===== config.mk =====
export PLATFORM = sky130hd
export DESIGN_NAME = commit_unit
export DESIGN_NICKNAME = d
export VERILOG_FILES = /design/src/rtl/commit_unit_pkg.sv /design/src/rtl/commit_classify.sv /design/src/rtl/commit_unit.sv
export SDC_FILE = /design/constraint.sdc
export NUM_CORES = 1
export LEC_CHECK = 0
export BUFFER_PORTS_ARGS = -buffer_cell sky130_fd_sc_hd__buf_4
export CAP_MARGIN = 20
export CORE_ASPECT_RATIO = 0.7
export CORE_MARGIN = 1.5
export CORE_UTILIZATION = 30
export CTS_CLUSTER_SIZE = 40
export DETAILED_ROUTE_END_ITERATION = 10
export PLACE_DENSITY_LB_ADDON = 0.2
export SLEW_MARGIN = 20
export SYNTH_ARGS = -nofsm -noshare
export SYNTH_HDL_FRONTEND = slang
export SYNTH_SLANG_ARGS = --single-unit

===== constraint.sdc =====
create_clock -name clk_in -period 6.7 [get_ports clk_in]
set_input_delay 0.67 -clock clk_in [delete_from_list [all_inputs] [get_ports clk_in]]
set_output_delay 0.67 -clock clk_in [all_outputs]
set_load 0.01 [all_outputs]

===== src/rtl/commit_unit_pkg.sv =====
// rtl/commit_unit_pkg.sv - widths, instr_id constants and state encoding for the commit stage
package commit_unit_pkg;
  localparam int INSTR_ID_W = 8;
  localparam int REG_IDX_W  = 5;
  localparam int ROB_IDX_W  = 4;
  localparam int LSB_IDX_W  = 4;
  localparam int WORD_W     = 32;
  localparam int ADDR_W     = 32;

  localparam logic [INSTR_ID_W-1:0] HALT_ID_DEF     = 8'h00;
  localparam logic [INSTR_ID_W-1:0] STORE_ID_LO_DEF = 8'h18;
  localparam logic [INSTR_ID_W-1:0] STORE_ID_HI_DEF = 8'h1A;

  typedef enum logic [1:0] {
    CMT_RUN   = 2'd0,
    CMT_FLUSH = 2'd1,
    CMT_HALT  = 2'd2
  } cmt_state_e;
endpackage


===== src/rtl/commit_classify.sv =====
// rtl/commit_classify.sv - decodes store and halt ops from a committed instr_id
module commit_classify
  import commit_unit_pkg::*;
#(
  parameter logic [INSTR_ID_W-1:0] HALT_ID     = HALT_ID_DEF,
  parameter logic [INSTR_ID_W-1:0] STORE_ID_LO = STORE_ID_LO_DEF,
  parameter logic [INSTR_ID_W-1:0] STORE_ID_HI = STORE_ID_HI_DEF
) (
  input  logic [INSTR_ID_W-1:0] instr_id_in,
  output logic                  is_store,
  output logic                  is_halt
);
  assign is_store = (instr_id_in >= STORE_ID_LO) && (instr_id_in <= STORE_ID_HI);
  assign is_halt  = (instr_id_in == HALT_ID);
endmodule


===== src/rtl/commit_unit.sv =====
// rtl/commit_unit.sv - retires ROB records: rf writeback, store release, flush/redirect, halt
module commit_unit
  import commit_unit_pkg::*;
#(
  parameter logic [INSTR_ID_W-1:0] HALT_ID     = HALT_ID_DEF,
  parameter logic [INSTR_ID_W-1:0] STORE_ID_LO = STORE_ID_LO_DEF,
  parameter logic [INSTR_ID_W-1:0] STORE_ID_HI = STORE_ID_HI_DEF,
  parameter int                    CNT_WIDTH   = 32
) (
  input  logic                  clk_in,
  input  logic                  rst_in,
  input  logic                  rdy_in,
  input  logic                  rob_commit_en_in,
  input  logic [INSTR_ID_W-1:0] instr_id_in,
  input  logic [REG_IDX_W-1:0]  rd_in,
  input  logic [ROB_IDX_W-1:0]  rob_pos_in,
  input  logic [LSB_IDX_W-1:0]  lsb_pos_in,
  input  logic [WORD_W-1:0]     res_in,
  input  logic                  jump_en_in,
  input  logic [ADDR_W-1:0]     jump_a_in,
  output logic                  rf_we_out,
  output logic [REG_IDX_W-1:0]  rf_rd_out,
  output logic [WORD_W-1:0]     rf_data_out,
  output logic [ROB_IDX_W-1:0]  rf_rob_pos_out,
  output logic                  lsb_commit_en_out,
  output logic [LSB_IDX_W-1:0]  lsb_commit_pos_out,
  output logic                  clear_branch_out,
  output logic                  pc_redirect_en_out,
  output logic [ADDR_W-1:0]     pc_redirect_a_out,
  output logic                  halt_out,
  output logic [CNT_WIDTH-1:0]  retired_cnt_out
);
  cmt_state_e state_q, state_d;
  logic       accept, is_store, is_halt, rf_go, lsb_go, flush_go;

  commit_classify #(
    .HALT_ID     (HALT_ID),
    .STORE_ID_LO (STORE_ID_LO),
    .STORE_ID_HI (STORE_ID_HI)
  ) u_classify (
    .instr_id_in (instr_id_in),
    .is_store    (is_store),
    .is_halt     (is_halt)
  );

  // With rdy_in low nothing is accepted and the state holds, so the record is seen once later.
  always_comb begin
    state_d = state_q;
    accept  = 1'b0;
    if (rdy_in) begin
      case (state_q)
        CMT_RUN: begin
          if (rob_commit_en_in) begin
            accept = 1'b1;
            if (is_halt)         state_d = CMT_HALT;
            else if (jump_en_in) state_d = CMT_FLUSH;
          end
        end
        CMT_FLUSH: state_d = CMT_RUN;
        CMT_HALT:  state_d = CMT_HALT;
        default:   state_d = CMT_RUN;
      endcase
    end
  end

  assign rf_go    = accept && (rd_in != '0) && !is_store;
  assign lsb_go   = accept && is_store;
  assign flush_go = accept && jump_en_in && !is_halt;

  always_ff @(posedge clk_in or posedge rst_in) begin
    if (rst_in) begin
      state_q            <= CMT_RUN;
      rf_we_out          <= 1'b0;
      rf_rd_out          <= '0;
      rf_data_out        <= '0;
      rf_rob_pos_out     <= '0;
      lsb_commit_en_out  <= 1'b0;
      lsb_commit_pos_out <= '0;
      clear_branch_out   <= 1'b0;
      pc_redirect_en_out <= 1'b0;
      pc_redirect_a_out  <= '0;
      halt_out           <= 1'b0;
      retired_cnt_out    <= '0;
    end else begin
      state_q            <= state_d;
      rf_we_out          <= rf_go;
      lsb_commit_en_out  <= lsb_go;
      clear_branch_out   <= flush_go;
      pc_redirect_en_out <= flush_go;
      if (rf_go) begin
        rf_rd_out      <= rd_in;
        rf_data_out    <= res_in;
        rf_rob_pos_out <= rob_pos_in;
      end
      if (lsb_go)   lsb_commit_pos_out <= lsb_pos_in;
      if (flush_go) pc_redirect_a_out  <= jump_a_in;
      if (accept && is_halt) halt_out <= 1'b1;
      if (accept) retired_cnt_out <= retired_cnt_out + 1'b1;
    end
  end
endmodule


==> impl_metrics.yaml, run 1 <==
pwr:
  powerDensity_nw_per_um2: 321
  vdd_drop_max_v: 0.000133
  p_leak_uw: 0.00344
drt:
  wl_per_cell_um: 15.0
  firstDrtPassIters: 4
  remaining_drc_errors: 0
  ant_nets: 0
  drtIter0Drc: 80
  vias: 3245
  routed_wl_um: 11100
  routed_via_density: 4.40
logic_synthesis:
  synth-adder-area-share: 0.00263
  yosys.area_share.simple: 0.0830
  ys_seq_elements: 115
  synthMuxAreaShare: 0.210
  synthXorXnorAreaFrac: 0.0572
  synth-compound-area-share: 0.0105
  syn_inst: 312
  ys.warnings.count: 0
  synth_top_family_by_area: "multiplexers"
  ys_seq_area_frac: 0.606
  synthDistinctLibCells: 32
  syn_nets: 403
  synth.avg_cell_area_um2: 15.2
  netlist_area_um2: 4750
floorplanning:
  rows: 38
  die_y_um: 108
  dieArea_um2: 16600
  start_util: 0.307
  io_pins: 204
  die_w_um: 153
  core_area_um2: 15500
layout:
  layout_common_cells: "buf_4, dfrtp_1, mux2_4, mux2_2, xnor2_1"
  n_antenna_cell: 0
  layout-drive-gt1-share: 0.596
  nets: 615
  final_util: 0.453
  syn_to_final_growth_pct: 47.6
  final_common_cell: "buf_4"
  fill_cells: 1442
  fin_area_um2: 7010
  fin_cells: 737
grt:
  grtUsageMet3: 0.0545
  grt_max_degree: 63
  antenna_found_initial: 0
  top_usage_layer: "met2"
  grtUsageTotal: 0.137
  grt_overflow: 0
  met2_usage: 0.214
  grt_pass1_vias: 3481
  grt_pass1_wl_um: 17700
  grt.met1_usage: 0.174
timing:
  whs_ns: 0.365
  timing.clock.skew_ns: 0.00852
  clock.fmax_mhz: 399
  drv_slew: 0
  final-hold-violation-count: 0
  setup_viol: 0
  finalCritPeriodShare: 0.374
  rsz0062_at_grt: "no"
  slew_headroom: 0.427
  fin_setup_tns_ns: 0
  worstMarginPinSlew_ns: 0.858
  fin_crit_ns: 2.51
clock_network:
  cts_tree: "done"
  cts_root_buffer: "clkbuf_16"
  htreeDepth: 4
  cts_hold_buffers: 0
  cts_buffers: 17
  cts.sink_count: 115
  clk_path_buf_depth: 2
  clock_latency_ns: 0.40
  post_cts_buffers: 0
  cts_repair_resize_count: 0
  clkSlewWorstSetupHoldPaths_ns: 0.06
placement:
  gp_congestion: 0.696
  post-place-cells: 705
  place_area_um2: 6420
  dp_hpwl_um: 7950
  io_buffers: 203
worst_setup_path:
  cp-startpoint: "state_q[0]"
  path_class: "flop to flop"
  worstPathRequired_ns: 6.98
  start_kind: "flop"
  crit_arrival_ns: 2.79
  worst_setup_path_end_kind: "flop"
  r2r_start: "state_q[0]"
  cp_max_fo: 42
run_status:
  outcome: "completed"
min_path:
  hp-class: "input port to async pin"
flow_run:
  max_cap_violations: 0
## registers in the layout, indices dropped and copies added, names as in the netlist
name and cells:
halt_out 1, state_q 2, rf_data_out 32, pc_redirect_en_out 1, rf_rd_out 5, lsb_commit_pos_out 4, lsb_commit_en_out 1, rf_rob_pos_out 4
pc_redirect_a_out 32, rf_we_out 1, retired_cnt_out 32
## area by class of cell
| class | instances | area (um^2) | share of cell area |
|---|---|---|---|
| clock buffer | 21 | 470 | 0.0671 |
| tap | 200 | 250 | 0.0357 |
| multi-input combinational | 180 | 1730 | 0.246 |
| clock inverter | 11 | 128 | 0.0182 |
| inverter | 5 | 21.3 | 0.00303 |
| timing repair buffer | 205 | 1540 | 0.219 |
| sequential | 115 | 2880 | 0.410 |
## synth_stat cells
library cell / count / area (um^2)
nor4_1: 1 / 6.26
a2bb2oi_1: 1 / 8.76
nand4bb_1: 1 / 11.3
clkbuf_1: 1 / 3.75
dfrtp_1: 115 / 2880
nand3_1: 13 / 65.1
and4_1: 6 / 52.6
o21bai_1: 1 / 7.51
inv_1: 5 / 18.8
mux2_4: 38 / 571
xor2_1: 5 / 43.8
nand3_2: 1 / 10.0
buf_2: 5 / 25.0
and4b_1: 1 / 10.0
ha_1: 1 / 12.5
mux2_2: 38 / 428
and2_1: 1 / 6.26
buf_12: 4 / 80.1
nor3_1: 1 / 5.00
nand2_1: 15 / 56.3
nor4_2: 1 / 12.5
buf_4: 1 / 7.51
and3_1: 6 / 37.5
xnor2_1: 26 / 228
o21a_1: 1 / 7.51
o21ai_0: 2 / 10.0
nor3_2: 3 / 30.0
buf_6: 1 / 11.3
nand4_1: 11 / 68.8
or4_1: 1 / 7.51
a41oi_2: 1 / 16.3
nor2_1: 4 / 15.0
## power breakdown
part | internal [uW] | leakage (uW) | total [uW] | switching [uW]
Clock | 578 | 0.000286 | 898 | 319
Combinational | 288 | 0.00172 | 468 | 179
Sequential | 810 | 0.00144 | 887 | 77.0
Total | 1680 | 0.00344 | 2250 | 576
## cell families (layout without fill, tap and decap cells)
kind of cell             count (synthesis)  count (layout)
flip-flops                             115             115
multiplexers                            76              76
AND/OR/NAND/NOR                         66              66
XOR/XNOR                                31              31
buffers and inverters                   17             242
AO/OA/AOI/OAI                            6               6
adder cells (fa/ha/maj)                  1               1
## per-layer routing
metal / up-vias / part of all wire
met1: 1593 / 0.46
met2: 108 / 0.47
met3: 11 / 0.062
met4: 0 / 0.014
met5: - / 0
li1: 1533 / -
## worst paths after layout
check                      slack (ns)             endpoint  cells after the start
setup / recovery                 4.19       rf_data_out[9]                      5
hold / removal                   0.36       rf_data_out[6]                      2
setup reg to reg                 4.19       rf_data_out[9]                      5
hold reg to reg                  0.47  retired_cnt_out[31]                      1
max in group asynchronous        5.06  retired_cnt_out[19]                      3
min in group clk_in              0.47           state_q[1]                      2
## critical path, cell delays in order, from the launching register on
cell and delay (ns):
dfrtp_1 0.41, nand4bb_1 0.49, a41oi_2 0.34, o21a_2 0.16, buf_4 0.57, mux2_2 0.41
## stage by stage
stage | total power [uW] | worst slack, ns
4_1_cts | 2290 | 4.16
5_1_grt | 2370 | 4.03
3_5_place_dp | 1370 | 3.87
6_report | 2250 | 4.19
2_1_floorplan | 1110 | 2.99
3_3_place_gp | 1360 | 3.88
Power figures use the tool's default switching activity.
==> inputs of run 2 (changes only) <==
- clock period: 6.7 -> 2.15 ns (I/O delays scaled with it)
==> impl_metrics.yaml, run 2 (synthesized netlist as in run 1, its figures left out) <==
timing:
  setup_viol: 0
  worstMarginPinSlew_ns: 0.656
  timing.clock.skew_ns: 0.00864
  rsz0062_at_grt: "no"
  drv_slew: 0
  finalCritPeriodShare: 0.902
  fin_crit_ns: 1.94
  slew_headroom: 0.562
  fin_setup_tns_ns: 0
  final-hold-violation-count: 0
  clock.fmax_mhz: 515
placement:
  gp_congestion: 0.762
  post-place-cells: 712
  io_buffers: 203
  dp_hpwl_um: 8290
worst_setup_path:
  cp_max_fo: 24
  slowest_delay_ns: 0.41
  start_kind: "flop"
  crit_slowest_cell: "dfrtp_1"
  ff2ff_path_depth: 5
  worstPathRequired_ns: 2.43
  path_class: "flop to flop"
  crit_family: "compound AO/OA/AOI/OAI gates"
  path_buf_inv: 1
  worstReg2RegEnd: "rf_data_out[1]"
  worst_setup_path_end_kind: "flop"
  crit_arrival_ns: 2.22
  cp_cell_sequence: "nand4bb_1 -> a41oi_2 -> o21a_2 -> buf_12 -> mux2_4"
  r2r_start: "state_q[0]"
  r2r_slack_ns: 0.21
floorplanning:
  die_y_um: 108
  start_util: 0.307
  core_area_um2: 15500
  io_pins: 204
  die_w_um: 153
  dieArea_um2: 16600
  rows: 38
clock_network:
  cts_buffers: 17
  cts_root_buffer: "clkbuf_16"
  htreeDepth: 4
  cts_repair_resize_count: 0
  clk_path_buf_depth: 2
  clkSlewWorstSetupHoldPaths_ns: 0.06
  cts.sink_count: 115
  cts_tree: "done"
  clock_latency_ns: 0.40
drt:
  remaining_drc_errors: 0
  drtIter0Drc: 95
  ant_nets: 0
  firstDrtPassIters: 4
  wl_per_cell_um: 15.4
  vias: 3312
  routed_wl_um: 11500
  routed_via_density: 4.44
min_path:
  min_to: "rf_data_out[27]"
  hold_depth: 2
  min_from: "res_in[27]"
  hp-class: "input port to flop"
grt:
  grtUsageTotal: 0.144
  grt_pass1_wl_um: 18500
  grt_overflow: 0
  grt_max_degree: 47
  grt_pass1_vias: 3481
  antenna_found_initial: 0
layout:
  fin_cells: 746
  syn_to_final_growth_pct: 51.6
  layout_common_cells: "buf_4, dfrtp_1, mux2_4, mux2_2, xnor2_1"
  fill_cells: 1423
  multi_input_area_um2: 1730
  nets: 624
  layout-drive-gt1-share: 0.599
  final_common_cell: "buf_4"
  ff_latch_area_um2: 2880
  n_antenna_cell: 0
  final_util: 0.465
  reg_top3: "pc_redirect_a_out x32, retired_cnt_out x32, rf_data_out x32"
pwr:
  pwr-share-seq: 0.374
  vdd_drop_max_v: 0.000419
  p_sw_frac: 0.247
  power_frac_clock: 0.426
  p_leak_uw: 0.00353
  comb_power_share: 0.200
  powerDensity_nw_per_um2: 1030
  internal-power_uw: 5560
  p_switching_uw: 1830
run_status:
  outcome: "completed"
flow_run:
  max_cap_violations: 0
==> run 2: per-layer routing <==
layer | track usage | wire length [um] | vias up
li1 | - | - | 1541
met1 | 0.187 | 5370 | 1647
met2 | 0.215 | 5200 | 115
met3 | 0.0621 | 811 | 9
met4 | 0.0548 | 110 | 0
met5 | 0 | 0 | -
==> run 2: worst max-delay path by stage <==
| stage | startpoint | end | slack [ns] | cells after the start |
|---|---|---|---|---|
| after floorplan | state_q[0] | rf_data_out[0] | 0.41 | 7 |
| after global placement | instr_id_in[5] | rf_data_out[19] | 0.30 | 6 |
| after detailed placement | state_q[0] | rf_rob_pos_out[0] | 0.22 | 5 |
| after CTS | state_q[0] | rf_data_out[1] | 0.18 | 5 |
| after global routing | state_q[0] | rf_data_out[1] | 0.10 | 5 |
| final | state_q[0] | rf_data_out[1] | 0.21 | 5 |
==> run 2: final cells by class <==
type                       instances  area share
clock inverter                    12      0.0283
tap                              200      0.0348
timing repair buffer             214       0.231
sequential                       115       0.400
multi-input combinational        180       0.240
inverter                           5     0.00313
clock buffer                      20      0.0634
==> run 2: power by group through the flow <==
stage / Clock, uW / Sequential [uW] / Combinational (uW)
after global placement: 0 / 2790 / 1490
after CTS: 3240 / 2770 / 1510
final: 3150 / 2760 / 1480
after detailed placement: 0 / 2790 / 1510
after global routing: 3350 / 2810 / 1600
after floorplan: 0 / 2930 / 536
==> run 2: through the flow <==
step / area, um^2 / hold slack [ns] / setup WS (ns) / total power [uW]
after floorplan: 4750 / 0.304 / 0.412 / 3470
after detailed placement: 6520 / 0.345 / 0.218 / 4300
after CTS: 7200 / 0.00976 / 0.185 / 7520
after global routing: 7200 / 0.0137 / 0.104 / 7760
final: 7200 / 0.0402 / 0.210 / 7390
after global placement: 6520 / 0.343 / 0.303 / 4270
==> run 2: timing repair <==
item | 4_1_cts | 5_1_grt
endpoints found under the hold margin | 28 | 0
setup buffers | 0 | 0
hold buffers | 2 | 0
==> run 2: worst reg2reg max path: cells and delay by family, from the launching register on <==
kind | cells | cell delay, ns
AOI/OAI and AO/OA | 2 | 0.58
DFF | 1 | 0.41
muxes | 1 | 0.33
buffers and inverters | 1 | 0.26
and+or+nand+nor | 1 | 0.25
